**src/rtl/dit_butterfly_pe.sv**
```systemverilog
// dit_butterfly_pe: three-stage pipelined radix-2 DIT butterfly, t = W*b, y0 = a + t, y1 = a - t.
// Define DIT_BF_SCALE_EN to halve every output (block-floating growth control); by default outputs wrap unscaled.
module dit_butterfly_pe #(
    parameter int DW      = 16,
    parameter int TW_FRAC = 14,
    parameter int TAG_W   = 4
) (
    input  logic             clk_i,
    input  logic             rst_ni,
    input  logic             in_valid_i,
    output logic             in_ready_o,
    input  logic [DW-1:0]    a_re_i,
    input  logic [DW-1:0]    a_im_i,
    input  logic [DW-1:0]    b_re_i,
    input  logic [DW-1:0]    b_im_i,
    input  logic [DW-1:0]    tw_re_i,
    input  logic [DW-1:0]    tw_im_i,
    input  logic [TAG_W-1:0] in_tag_i,
    output logic             out_valid_o,
    input  logic             out_ready_i,
    output logic [DW-1:0]    y0_re_o,
    output logic [DW-1:0]    y0_im_o,
    output logic [DW-1:0]    y1_re_o,
    output logic [DW-1:0]    y1_im_o,
    output logic [TAG_W-1:0] out_tag_o,
    output logic             ovf_o,
    input  logic             ovf_clr_i
);

    logic             en1, en2, en3;
    logic             v1_q, v2_q, v3_q;
    logic [DW-1:0]    a_re1_q, a_im1_q, b_re1_q, b_im1_q, tw_re1_q, tw_im1_q;
    logic [TAG_W-1:0] tag1_q, tag2_q, tag3_q;
    logic [2*DW-1:0]  prr_d, pii_d, pri_d, pir_d;
    logic [2*DW-1:0]  prr_q, pii_q, pri_q, pir_q;
    logic [DW-1:0]    a_re2_q, a_im2_q;
    logic [2*DW:0]    p_re, p_im;
    logic [DW+1:0]    t_re, t_im, a_re_x, a_im_x;
    logic [DW+1:0]    s_d [4];
    logic [DW+1:0]    r_d [4];
    logic [DW-1:0]    y_q [4];
    logic             ovf_hit, ovf_d, ovf_q;
    logic             unused_bits;

    function automatic logic [2*DW-1:0] smul(input logic [DW-1:0] x, input logic [DW-1:0] y);
        return $signed({{DW{x[DW-1]}}, x}) * $signed({{DW{y[DW-1]}}, y});
    endfunction

    // Backpressure ripples combinationally from the output, so a full pipeline streams without bubbles.
    assign en3        = ~v3_q | out_ready_i;
    assign en2        = ~v2_q | en3;
    assign en1        = ~v1_q | en2;
    assign in_ready_o = en1;

    always_ff @(posedge clk_i or negedge rst_ni) begin
        if (!rst_ni) begin
            v1_q     <= 1'b0;
            a_re1_q  <= '0;
            a_im1_q  <= '0;
            b_re1_q  <= '0;
            b_im1_q  <= '0;
            tw_re1_q <= '0;
            tw_im1_q <= '0;
            tag1_q   <= '0;
        end else if (en1) begin
            v1_q     <= in_valid_i;
            a_re1_q  <= a_re_i;
            a_im1_q  <= a_im_i;
            b_re1_q  <= b_re_i;
            b_im1_q  <= b_im_i;
            tw_re1_q <= tw_re_i;
            tw_im1_q <= tw_im_i;
            tag1_q   <= in_tag_i;
        end
    end

    assign prr_d = smul(b_re1_q, tw_re1_q);
    assign pii_d = smul(b_im1_q, tw_im1_q);
    assign pri_d = smul(b_re1_q, tw_im1_q);
    assign pir_d = smul(b_im1_q, tw_re1_q);

    always_ff @(posedge clk_i or negedge rst_ni) begin
        if (!rst_ni) begin
            v2_q    <= 1'b0;
            prr_q   <= '0;
            pii_q   <= '0;
            pri_q   <= '0;
            pir_q   <= '0;
            a_re2_q <= '0;
            a_im2_q <= '0;
            tag2_q  <= '0;
        end else if (en2) begin
            v2_q    <= v1_q;
            prr_q   <= prr_d;
            pii_q   <= pii_d;
            pri_q   <= pri_d;
            pir_q   <= pir_d;
            a_re2_q <= a_re1_q;
            a_im2_q <= a_im1_q;
            tag2_q  <= tag1_q;
        end
    end

    // Taking bits [TW_FRAC+DW+1:TW_FRAC] is the floor shift by TW_FRAC already truncated to DW+2 bits.
    assign p_re   = {prr_q[2*DW-1], prr_q} - {pii_q[2*DW-1], pii_q};
    assign p_im   = {pri_q[2*DW-1], pri_q} + {pir_q[2*DW-1], pir_q};
    assign t_re   = p_re[TW_FRAC+DW+1:TW_FRAC];
    assign t_im   = p_im[TW_FRAC+DW+1:TW_FRAC];
    assign a_re_x = {{2{a_re2_q[DW-1]}}, a_re2_q};
    assign a_im_x = {{2{a_im2_q[DW-1]}}, a_im2_q};

    always_comb begin
        ovf_hit = 1'b0;
        s_d[0]  = a_re_x + t_re;
        s_d[1]  = a_im_x + t_im;
        s_d[2]  = a_re_x - t_re;
        s_d[3]  = a_im_x - t_im;
        for (int k = 0; k < 4; k++) begin
`ifdef DIT_BF_SCALE_EN
            r_d[k] = {s_d[k][DW+1], s_d[k][DW+1:1]};
`else
            r_d[k] = s_d[k];
`endif
            ovf_hit = ovf_hit | ((r_d[k][DW+1:DW-1] != '0) && (r_d[k][DW+1:DW-1] != '1));
        end
    end

    // Only a real beat entering S3 may raise the flag; a simultaneous clear loses to the set.
    assign ovf_d       = (ovf_hit & v2_q & en3) | (ovf_q & ~ovf_clr_i);
    assign unused_bits = ^{p_re, p_im, s_d[0], s_d[1], s_d[2], s_d[3]};

    always_ff @(posedge clk_i or negedge rst_ni) begin
        if (!rst_ni) begin
            v3_q   <= 1'b0;
            tag3_q <= '0;
            ovf_q  <= 1'b0;
            for (int k = 0; k < 4; k++) begin
                y_q[k] <= '0;
            end
        end else begin
            ovf_q <= ovf_d;
            if (en3) begin
                v3_q   <= v2_q;
                tag3_q <= tag2_q;
                for (int k = 0; k < 4; k++) begin
                    y_q[k] <= r_d[k][DW-1:0];
                end
            end
        end
    end

    assign out_valid_o = v3_q;
    assign y0_re_o     = y_q[0];
    assign y0_im_o     = y_q[1];
    assign y1_re_o     = y_q[2];
    assign y1_im_o     = y_q[3];
    assign out_tag_o   = tag3_q;
    assign ovf_o       = ovf_q;

endmodule
```
**config.mk**
```make
export PLATFORM = sky130hd
export DESIGN_NAME = dit_butterfly_pe
export DESIGN_NICKNAME = d
export VERILOG_FILES = /design/src/rtl/dit_butterfly_pe.sv
export SDC_FILE = /design/constraint.sdc
export NUM_CORES = 2
export LEC_CHECK = 0
export ABC_AREA = 1
export CAP_MARGIN = 5
export CORE_MARGIN = 2
export CORE_UTILIZATION = 59
export DETAILED_ROUTE_END_ITERATION = 16
export GPL_ROUTABILITY_DRIVEN = 0
export HOLD_SLACK_MARGIN = 0.12
export PLACE_DENSITY = 0.78
export SLEW_MARGIN = 20
export SYNTH_ARGS = -nofsm -noshare
export SYNTH_HDL_FRONTEND = slang
export SYNTH_SLANG_ARGS = --single-unit
```
**constraint.sdc**
```tcl
create_clock -name clk_i -period 5.8 [get_ports clk_i]
set_clock_uncertainty 0.15 [all_clocks]
set_input_delay 0.58 -clock clk_i [delete_from_list [all_inputs] [get_ports clk_i]]
set_output_delay 0.58 -clock clk_i [all_outputs]
set_load 0.02 [all_outputs]
```
==> flow_summary.json <==
{
  "status": "finished, violations left",
  "violations": "setup timing",
  "dieArea_um2": 104000,
  "wire_per_inst_um": 21.3,
  "yosys_most_used_dff": "dfrtp_1",
  "final_cell_mix": "1867 x inv_1, 1761 x nand2_1, 960 x fa_1, 480 x buf_4, 380 x ha_1",
  "grt_max_degree": 112,
  "routed_via_density": 5.74,
  "start_util": 0.597,
  "worst_slew_pin_slew_ns": 1.07,
  "synth.distinct_cells": 59,
  "worstHoldPathCells": 3,
  "fin_ws_ns": -0.482,
  "critPathKind": "reg -> reg",
  "dp_slack_ns": -0.493,
  "fin_crit_sh": 1.08,
  "slew_violations": 0,
  "crit_arrival_ns": 6.69,
  "drive_gt1_frac": 0.188,
  "grt_pass1_vias": 53700,
  "crit_path_max_fanout": 7,
  "period_minus_slack_ns": 6.28,
  "fmax_mhz": 159,
  "clkSinkCount": 334,
  "dp_hpwl_um": 138000,
  "fill_cells": 6479,
  "cts_tree": "done",
  "path_clk_slew_ns": 0.07,
  "pin_count": 176,
  "multi_input_area_um2": 45700,
  "setup_violations": 55,
  "synth_fp_nets": 9163,
  "syn-cell-area_um2": 59900,
  "ys_ff_latch": 334,
  "ys_async_sr_fraction": 1.00,
  "final-hold-violation-count": 0,
  "syn_to_final_growth_pct": 22.5,
  "synth_seq_area_share": 0.140,
  "cts_buffer_depth": 3,
  "die_y_um": 323,
  "die_w_um": 323,
  "nNetsFinal": 9728,
  "cts_buffers": 44,
  "crit_required_ns": 6.21,
  "antenna_found_initial": 11,
  "layout_commonest_cell": "inv_1",
  "yosys.area.top_type": "fa_1",
  "portBuffers": 175,
  "worst_setup_path_start_kind": "flip-flop",
  "r2r_cells": 20,
  "vias": 54600,
  "hold_path_class": "in -> reg",
  "overflow": 0,
  "drt_first_pass_iters": 10,
  "h-tree-depth": 2,
  "clkLatencyLatePin_ns": 0.67,
  "synthCells": 7544,
  "cts_root_buffer": "clkbuf_16",
  "synthTopCellsByArea": "fa_1 35%, dfrtp_1 14%, inv_1 12%, nand2_1 12%, ha_1 9.7%",
  "finalWirelength_um": 203000,
  "drt_iter0_drc": 6588,
  "maxCapViolations": 0,
  "yosysTopAreaCellShare": 0.352,
  "slew_headroom": 0.285,
  "final-seq-area_um2": 8400,
  "drc": 0,
  "rsz0062_at_grt": "true",
  "avgSynthCellArea_um2": 7.94,
  "yosys_warnings": 0,
  "core-area_um2": 100000,
  "grt_pass1_wl_um": 284000,
  "grt_util_all_layers": 0.352,
  "synth-edff-count": 0,
  "ant_nets": 0,
  "cp-end-kind": "flip-flop",
  "fp-row-count": 116
}
## flip-flops by register name (all words and copies together), names as in the netlist, 32 cells and up
| name | cells |
|---|---|
| prr_q | 32 |
| pii_q | 32 |
| pir_q | 32 |
| pri_q | 32 |
## Yosys cell counts, types with 15 or more instances
| cell | instances |
|---|---|
| a31oi_1 | 39 |
| mux2_2 | 51 |
| nand2_1 | 1892 |
| xor2_1 | 93 |
| xnor2_1 | 82 |
| o21ai_0 | 310 |
| dfrtp_1 | 334 |
| a21o_1 | 26 |
| a21oi_1 | 233 |
| o21bai_1 | 18 |
| buf_2 | 26 |
| nand3_1 | 150 |
| inv_1 | 1987 |
| clkbuf_1 | 278 |
| or2_2 | 27 |
| nand4_1 | 34 |
| fa_1 | 1052 |
| nor2_1 | 249 |
| o21ai_1 | 15 |
| nor3_1 | 29 |
| ha_1 | 462 |
## routing by layer
layer | track usage | vias to the layer above | share of wire
met5 | 0.00926 | - | 0.0014
met4 | 0.189 | 16 | 0.084
met3 | 0.101 | 1236 | 0.13
met2 | 0.552 | 3887 | 0.44
met1 | 0.441 | 26200 | 0.34
li1 | - | 23200 | -
## final cells by class
cell class              count  share of cell area
diodes                      7            0.000239
clock buffers              63              0.0173
clock inverters            19             0.00415
inverters                1995               0.102
multi-input cells        4894               0.623
flip-flops and latches    334               0.114
well taps                1357              0.0231
repair buffers            840               0.115
## worst paths after layout
kind	slack, ns	endpoint	startpoint
worst min register to register	0.33	out_tag_o[0]$_DFFE_PN0P_	tag2_q[0]$_DFFE_PN0P_
worst min-delay path	0.32	v1_q$_DFFE_PN0P_	in_valid_i
max in group asynchronous	3.78	a_re2_q[8]$_DFFE_PN0P_	rst_ni
min in group asynchronous	0.40	y1_im_o[5]$_DFFE_PN0P_	rst_ni
worst max register to register	-0.48	pir_q[31]$_DFFE_PN0P_	b_im1_q[15]$_DFFE_PN0P_
worst max-delay path	-0.48	pir_q[31]$_DFFE_PN0P_	b_im1_q[15]$_DFFE_PN0P_
## stage by stage
stage / instance area, um^2 / cells / util / hold slack (ns) / setup TNS (ns)
2_1_floorplan: 59900 / 7544 / - / 0.134 / -0.0226
3_3_place_gp: 66500 / 9245 / 0.664 / 0.301 / -2.90
3_5_place_dp: 66500 / 9245 / 0.664 / 0.311 / -8.04
4_1_cts: 70000 / 9394 / 0.698 / 0.285 / -0.100
5_1_grt: 73300 / 9502 / 0.731 / 0.348 / -19.09
6_report: 73300 / 9509 / 0.731 / 0.320 / -10.38
## cells by family (layout without fill, tap and decap cells)
group                      Yosys count  in the layout  synth area share
and+or+nand+nor                   2437           2437             0.162
xor gates and xnor gates           175            175            0.0256
AOI/OAI and AO/OA                  717            717            0.0683
other                                0              7                 0
adders and majority gates         1514           1514             0.448
muxes                               51             51           0.00959
DFF                                334            334             0.140
buffers and inverters             2316           2917             0.146
## timing repair
item,in CTS,in global routing
gates resized for setup,264,647
buffers inserted,60,103
pin swaps,94,329
endpoints found under the hold margin,85,0
cloned,6,16
hold buffers,1,0
endpoints found under the setup margin,69,78
## critical path, stage by stage (launching register included)
cell and delay [ns]:
dfrtp_1 0.43, buf_12 0.17, nand2_2 0.10, inv_2 0.06, fa_2 0.64, fa_2 0.53, buf_4 0.18, fa_1 0.60
inv_1 0.08, fa_1 0.49, inv_1 0.05, fa_1 0.57, fa_2 0.56, ha_1 0.39, inv_1 0.10, nor3_2 0.27
nand2_1 0.15, o211a_1 0.28, nand2_1 0.12, nand2_1 0.09, a31oi_1 0.14
Power is not shown: default switching activity piles up to over one toggle a cycle in this logic, so the estimate is an artifact.
